$ cat src/rtl/mult8_seq_ctrl.sv
// mult8_seq_ctrl: unsigned 8x8 multiply sequenced over an external 4x4 core.
// Four nibble partial products are shifted and summed into a 16-bit accumulator.
module mult8_seq_ctrl #(
  parameter bit PIPE_PP = 1'b0
) (
  input  logic        clk,
  input  logic        rst_n,
  input  logic        in_valid,
  output logic        in_ready,
  input  logic [7:0]  in_a,
  input  logic [7:0]  in_b,
  output logic        out_valid,
  input  logic        out_ready,
  output logic [15:0] out_p,
  output logic        busy,
  output logic [3:0]  core_x,
  output logic [3:0]  core_y,
  input  logic [7:0]  core_o
);

  typedef enum logic [1:0] {
    IDLE  = 2'd0,
    MUL   = 2'd1,
    DRAIN = 2'd2,
    DONE  = 2'd3
  } state_t;

  state_t      state;
  state_t      state_nxt;
  logic [7:0]  a;
  logic [7:0]  b;
  logic [1:0]  step;
  logic [3:0]  shamt;
  logic [15:0] acc;
  logic [15:0] pp_now;
  logic [15:0] pp_q;

  always_ff @(posedge clk or negedge rst_n) begin
    if (!rst_n) state <= IDLE;
    else        state <= state_nxt;
  end

  always_comb begin
    state_nxt = state;
    unique case (state)
      IDLE:    if (in_valid) state_nxt = MUL;
      MUL:     if (step == 2'd3) state_nxt = PIPE_PP ? DRAIN : DONE;
      DRAIN:   state_nxt = DONE;
      DONE:    if (out_ready) state_nxt = IDLE;
      default: state_nxt = IDLE;
    endcase
  end

  always_comb begin
    in_ready  = (state == IDLE);
    busy      = (state != IDLE);
    out_valid = (state == DONE);
    out_p     = out_valid ? acc : 16'h0000;
    core_x    = 4'h0;
    core_y    = 4'h0;
    shamt     = 4'd0;
    if (state == MUL) begin
      unique case (step)
        2'd0: begin core_x = a[3:0]; core_y = b[3:0]; shamt = 4'd0; end
        2'd1: begin core_x = a[3:0]; core_y = b[7:4]; shamt = 4'd4; end
        2'd2: begin core_x = a[7:4]; core_y = b[3:0]; shamt = 4'd4; end
        default: begin core_x = a[7:4]; core_y = b[7:4]; shamt = 4'd8; end
      endcase
    end
  end

  assign pp_now = {8'h00, core_o} << shamt;

  // With PIPE_PP the add consumes last cycle's partial product, so DRAIN adds the final one.
  always_ff @(posedge clk or negedge rst_n) begin
    if (!rst_n) begin
      a    <= 8'h00;
      b    <= 8'h00;
      step <= 2'd0;
      acc  <= 16'h0000;
      pp_q <= 16'h0000;
    end else begin
      unique case (state)
        IDLE: begin
          if (in_valid) begin
            a    <= in_a;
            b    <= in_b;
            step <= 2'd0;
            acc  <= 16'h0000;
            pp_q <= 16'h0000;
          end
        end
        MUL: begin
          step <= step + 2'd1;
          if (PIPE_PP) begin
            acc  <= acc + pp_q;
            pp_q <= pp_now;
          end else begin
            acc <= acc + pp_now;
          end
        end
        DRAIN: begin
          acc  <= acc + pp_q;
          pp_q <= 16'h0000;
        end
        default: ;
      endcase
    end
  end

endmodule

$ cat config.mk
export PLATFORM = sky130hd
export DESIGN_NAME = mult8_seq_ctrl
export DESIGN_NICKNAME = d
export VERILOG_FILES = /design/src/rtl/mult8_seq_ctrl.sv
export SDC_FILE = /design/constraint.sdc
export NUM_CORES = 1
export LEC_CHECK = 0
export BUFFER_PORTS_ARGS = -buffer_cell sky130_fd_sc_hd__buf_2
export CAP_MARGIN = 20
export CORE_AREA = 2 2 75 77
export CTS_CLUSTER_DIAMETER = 80
export DETAILED_ROUTE_END_ITERATION = 8
export DIE_AREA = 0 0 77 79
export PLACE_DENSITY = 0.74
export SLEW_MARGIN = 25
export SYNTH_ARGS = -nofsm -noshare
export SYNTH_HDL_FRONTEND = slang
export SYNTH_SLANG_ARGS = --single-unit
$ cat constraint.sdc
create_clock -name clk -period 4.5 [get_ports clk]
set_input_delay 0.225 -clock clk [delete_from_list [all_inputs] [get_ports clk]]
set_output_delay 0.225 -clock clk [all_outputs]
set_load 0.01 [all_outputs]
==> impl_metrics.tcl, run 1 <==
set metrics [dict create \
    outcome "complete, no violations" \
    peakVddDrop_uv 225 \
    startpoint_type "flip-flop" \
    synth_cells 296 \
    p_int_w 0.000979 \
    yosysUniqueCellTypes 50 \
    hold_violations 0 \
    yosysSeqAreaShare_pct 33.9 \
    combPwrFrac_pct 57.9 \
    p_leak_nw 1.52 \
    critical_path.max_fanout 9 \
    grt_pass1_vias 2365 \
    critPathTopFamily "compound AO/OA/AOI/OAI gates" \
    ctsResizeCount 0 \
    vias_per_cell 5.68 \
    p_seq_share_pct 29.3 \
    synth_nets 350 \
    synth_top_area_cell "dfrtp_1" \
    grt_max_degree 37 \
    syn2layout_area_growth_pct 15.7 \
    cts_root_buf "clkbuf_8" \
    diodes 0 \
    drcViolationCount 0 \
    cts-buffers-inserted 5 \
    grt_first_pass_wirelength_um 11000 \
    drt-total-wl_um 6630 \
    antenna_found_initial 0 \
    crit_slowest_cell "a2111oi_1" \
    drt-initial-drc-count 132 \
    clockBufferDepth 2 \
    ys.warnings.count 0 \
    holdBufCountCts 0 \
    design.core.area_sq_um 5340 \
    num_vias 2395 \
    power_switching_w 0.000852 \
    cts_tree "yes" \
    tightest_slew_ns 0.794 \
    setup_viol 0 \
    crit_path_end_kind "flip-flop" \
    die_w_um 77 \
    power_w 0.00183 \
    rsz0062_at_grt "no" \
    clk_pin_slew_ns 0.08 \
    io_buffer_count 54 \
    row_count 27 \
    async_reset_ff_share_pct 100 \
    setup_tns_ns 0 \
    cap_viol_max_count 0 \
    synth_area_leaders "dfrtp_1 (34%), ha_1 (12%), mux2_2 (7.2%)" \
    clock_latency_ns 0.29 \
    routabilityCongestion 0.968 \
    initial_utilization_pct 49.7 \
    drtAntennaViolNets 0 \
    placedCellCount 414 \
    instances_no_fill 422 \
    yosysMostFrequentCell "nand2_1" \
    power_density_nw_per_um2 597 \
    crit_type "reg -> reg" \
    cts_setup_buffers 0 \
    sw_frac_of_total_pct 46.5 \
    grtUsageTotal_pct 22.6 \
    period_needed_ns 3.72 \
    fin_ws_ns 0.780 \
    crit_required_ns 4.69 \
    max_clock_freq_ghz 0.269 \
    slew_viol_final 0 \
    h-tree-depth 2 \
    fin_nets 403 \
    cp_cell_sequence "inv_1 -> ha_1 -> o21ai_1 -> and2_1 -> ha_1 -> inv_1 -> fa_1 -> and2b_1 -> o2111ai_2 -> a2111oi_1 -> o31ai_1 -> a32o_1" \
    dp_hpwl_um 4860 \
    syn_avg_cell_area_sq_um 8.97 \
    wl_per_cell_um 15.7 \
    synthesis.area_sq_um 2650 \
    pin_count 55 \
    synth_edf_count 0 \
    die_h_um 79 \
    finalClockSkew_ns 0.00768 \
    max_stage_delay_ns 0.53 \
    hold_class "in -> async" \
    synth_ff_type "dfrtp_1" \
    crit_buf_inv 2 \
    finalCritPeriodShare_pct 82.7 \
    drive_gt1_share_pct 24.3 \
    gr-total-overflow 0 \
    finalCoreUtilization_pct 57.5 \
    cts.sinks 36 \
    ys_ff_latch 36 \
    pre_cts_ws_ns 0.869 \
    die_area_sq_um 6080 \
    synth_common_cells "nand2_1 (40), dfrtp_1 (36), ha_1 (25), o21ai_0 (25)" \
    yosysTopAreaCellShare_pct 33.9 \
    firstDrtPassIters 4 \
    arrival_ns 3.91 \
    slew_headroom_pct 47.1 \
    clockPowerShare_pct 12.8 \
]
==> through the flow <==
stage               instance area [sq um]  hold WS [ns]
floorplan                            2650       -0.0706
global placement                     2980         0.360
detailed placement                   2980         0.360
CTS                                  3070        0.0481
global route                         3070        0.0966
finish                               3070        0.0116
==> power by group through the flow <==
stage / sequential, W / combinational, W / clock [W]
CTS: 0.000535 / 0.00106 / 0.000239
global route: 0.000553 / 0.00119 / 0.000252
global placement: 0.000533 / 0.00103 / 0
finish: 0.000536 / 0.00106 / 0.000235
floorplan: 0.000515 / 0.000792 / 0
detailed placement: 0.000541 / 0.00105 / 0
==> cell usage in the layout, fill, tap and decap left out, drive strengths merged, types with 4 or more instances in the layout <==
cell type / Yosys / layout
dfrtp: 36 / 36
nand2: 40 / 40
ha: 25 / 25
clkinv: 1 / 4
clkbuf: 6 / 5
o21ai: 27 / 27
inv: 12 / 12
a22oi: 4 / 4
a22o: 4 / 4
mux2i: 4 / 4
mux2: 17 / 17
nand4: 4 / 4
nor2: 19 / 19
a21o: 4 / 4
buf: 2 / 54
and2: 19 / 19
a21oi: 19 / 19
xnor2: 4 / 4
==> metal layers <==
layer	global-route usage, %	vias to the layer above	share of wire [%]
met5	0	-	0
met4	6.61	0	1.7
met3	3.07	13	4.1
met2	41.8	73	50
met1	27.4	1135	44
li1	-	1174	-
==> cells by family (layout without fill, tap and decap cells) <==
kind of cell             after synthesis  after routing  synth area share (%)
adder cells (fa/ha/maj)               26             26                  12.5
flip-flops                            36             36                  33.9
AO/OA/AOI/OAI                         87             87                  21.8
buffers and inverters                 21             75                  3.06
multiplexers                          21             21                  8.72
XOR/XNOR                               7              7                  2.31
AND/OR/NAND/NOR                       98             98                  17.6
==> flip-flops by register name, summed over array words and instances, names as in the netlist <==
register,cells
b,8
step,2
acc,16
state,2
a,8
==> final timing paths <==
kind | from | to | slack (ns) | cells after the start
worst max register to register | step[0]$_DFFE_PN0P_ | acc[14]$_DFFE_PN0P_ | 0.78 | 12
max in group asynchronous | rst_n | a[1]$_DFFE_PN0P_ | 3.99 | 1
worst max-delay path | step[0]$_DFFE_PN0P_ | acc[14]$_DFFE_PN0P_ | 0.78 | 12
min in group clk | in_a[0] | a[0]$_DFFE_PN0P_ | 0.16 | 2
worst min register to register | a[1]$_DFFE_PN0P_ | a[1]$_DFFE_PN0P_ | 0.51 | 1
worst min-delay path | rst_n | acc[13]$_DFFE_PN0P_ | 0.01 | 1
==> cell type report <==
| cell class | count | area [sq um] |
|---|---|---|
| Timing Repair Buffer | 54 | 270 |
| Clock buffer | 5 | 68.8 |
| Fill cell | 535 | 2270 |
| Inverter | 13 | 48.8 |
| Multi-Input combinational cell | 239 | 1670 |
| Sequential cell | 36 | 901 |
| Tap cell | 72 | 90.1 |
| Clock inverter | 3 | 18.8 |
Note: power is estimated with default switching activity, not from simulation.
==> run 2, diff against run 1 <==
Clock period 4.5 ns to 3.9 ns, I/O delays scaled along.
==> impl_metrics.tcl, run 2 (synthesis results as in run 1) <==
set metrics [dict create \
    grtUsageTotal_pct 22.8 \
    design.core.area_sq_um 5340 \
    crit_type "reg -> reg" \
    instances_no_fill 424 \
    dp_hpwl_um 4860 \
    largestRegisters "acc x16, a x8, b x8" \
    grt_busiest_layer "met2" \
    clockBufferDepth 2 \
    design_area_sq_um 3110 \
    crit_slowest_cell "a2111oi_1" \
    nFillCells 528 \
    vias_per_cell 5.64 \
    slew_headroom_pct 46.0 \
    initial_utilization_pct 49.7 \
    arrival_ns 3.75 \
    rrSetupSlack_ns 0.33 \
    final_common_cell "buf_2" \
    io_buffer_count 54 \
    fin_nets 405 \
    grt_pass1_vias 2399 \
    drcViolationCount 0 \
    max_stage_delay_ns 0.53 \
    cts-buffers-inserted 5 \
    multi_input_area_sq_um 1680 \
    largest_register_ffs 16 \
    clock_latency_ns 0.29 \
    peakVddDrop_uv 291 \
    firstDrtPassIters 4 \
    crit_buf_inv 2 \
    syn2layout_area_growth_pct 17.1 \
    routabilityCongestion 0.922 \
    grt_max_degree 37 \
    p_leak_nw 1.53 \
    grt_first_pass_wirelength_um 11100 \
    num_vias 2393 \
    die_area_sq_um 6080 \
    finalCritPeriodShare_pct 91.6 \
    cts_setup_buffers 0 \
    tightest_slew_ns 0.809 \
    clk_pin_slew_ns 0.08 \
    cts.sinks 36 \
    startpoint_type "flip-flop" \
    met2_usage_pct 41.3 \
    cts_tree "yes" \
    wl_per_cell_um 15.3 \
    regArea_sq_um 901 \
    r2r-end "acc[14]$_DFFE_PN0P_" \
    die_h_um 79 \
    h-tree-depth 2 \
    setup_tns_ns 0 \
    setup_viol 0 \
    drive_gt1_share_pct 24.7 \
    gr-usage-met3_pct 3.41 \
    hold_class "in -> async" \
    pin_count 55 \
    critical_path.max_fanout 9 \
    period_needed_ns 3.57 \
    final_cell_mix "buf_2 (54), nand2_1 (40), dfrtp_1 (36)" \
    met1_usage_pct 27.8 \
    drt-initial-drc-count 115 \
    antenna_found_initial 0 \
    placedCellCount 416 \
    regMostFlops "acc" \
    die_w_um 77 \
    ff2ff_path_depth 12 \
    rsz0062_at_grt "no" \
    dpl_cell_area_sq_um 3000 \
    timing.rr.start "step[0]$_DFFE_PN0P_" \
    max_clock_freq_ghz 0.280 \
    drt-total-wl_um 6490 \
    cp_cell_sequence "inv_1 -> ha_1 -> o21ai_2 -> and2_1 -> ha_1 -> inv_1 -> fa_1 -> and2b_1 -> o2111ai_2 -> a2111oi_1 -> o31ai_1 -> a32o_1" \
    cts_root_buf "clkbuf_8" \
    finalClockSkew_ns 0.00323 \
    fin_hold_ws_ns -0.00815 \
    gr-total-overflow 0 \
    hold_violations 12 \
    slew_viol_final 0 \
    critPathTopFamily "compound AO/OA/AOI/OAI gates" \
    power_density_nw_per_um2 701 \
    violations "hold timing" \
    diodes 0 \
    drtAntennaViolNets 0 \
    crit_path_end_kind "flip-flop" \
    outcome "finished, violations left" \
    crit_required_ns 4.08 \
    row_count 27 \
    cap_viol_max_count 0 \
]
## run 2: cell types whose count changed in the layout (fill, tap and decap cells not counted)
cell / before / now
o21ai_2: 0 / 1
bufinv_16: 0 / 1
clkinv_2: 2 / 1
o21ai_1: 2 / 1
clkbuf_1: 0 / 1
clkinv_4: 1 / 0
buf_4: 0 / 2
## run 2: layout make-up
cell class	instances	share of cell area [%]
clock buffer	6	2.33
clock inverter	2	1.13
inverter	13	1.57
multi-input combinational	239	53.9
sequential	36	29.0
tap	72	2.90
timing repair buffer	56	9.18
## run 2: worst reg2reg max path, delay by kind of cell (launching register included)
family	cells	cell delay, ns
AOI/OAI and AO/OA	5	1.43
adders and majority gates	3	1.00
buffers and inverters	2	0.16
DFF	1	0.45
and+or+nand+nor	2	0.44
## run 2: worst max-delay path by stage
| stage | from | endpoint | slack [ns] | cells after the start |
|---|---|---|---|---|
| 4_1_cts | step[0]$_DFFE_PN0P_ | acc[14]$_DFFE_PN0P_ | 0.25 | 12 |
| 6_report | step[0]$_DFFE_PN0P_ | acc[14]$_DFFE_PN0P_ | 0.33 | 12 |
| 5_1_grt | step[0]$_DFFE_PN0P_ | acc[14]$_DFFE_PN0P_ | 0.14 | 12 |
| 3_5_place_dp | step[0]$_DFFE_PN0P_ | acc[14]$_DFFE_PN0P_ | 0.27 | 12 |
| 2_1_floorplan | step[0]$_DFFE_PN0P_ | acc[14]$_DFFE_PN0P_ | 0.68 | 13 |
| 3_3_place_gp | step[0]$_DFFE_PN0P_ | acc[14]$_DFFE_PN0P_ | 0.40 | 12 |
## run 2: timing repair
action,in CTS,in global routing
setup endpoints to repair,0,1
gates resized for setup,0,1
hold buffers,0,0
## run 2: stage by stage
stage | total power [W] | util, % | worst slack [ns]
after floorplan | 0.00151 | - | 0.676
after global placement | 0.00181 | 56.1 | 0.402
after detailed placement | 0.00184 | 56.1 | 0.267
after CTS | 0.00218 | 58.2 | 0.246
after global routing | 0.00238 | 58.2 | 0.139
final | 0.00218 | 58.2 | 0.327
## run 2: per-layer routing
layer	part of all wire, %	routed length (um)	up-vias
met5	0	0	-
met1	43	2820	1117
met4	2.3	147	0
met3	4.8	312	17
li1	-	-	1178
met2	49	3210	81
## run 2: report_power, final
group / leakage, nW / total [W] / switching (W) / internal, W
clock: 0.0552 / 0.000331 / 0.000141 / 0.000190
sequential: 0.457 / 0.000620 / 0.000100 / 0.000520
combinational: 1.02 / 0.00123 / 0.000728 / 0.000498
total: 1.53 / 0.00218 / 0.000970 / 0.00121
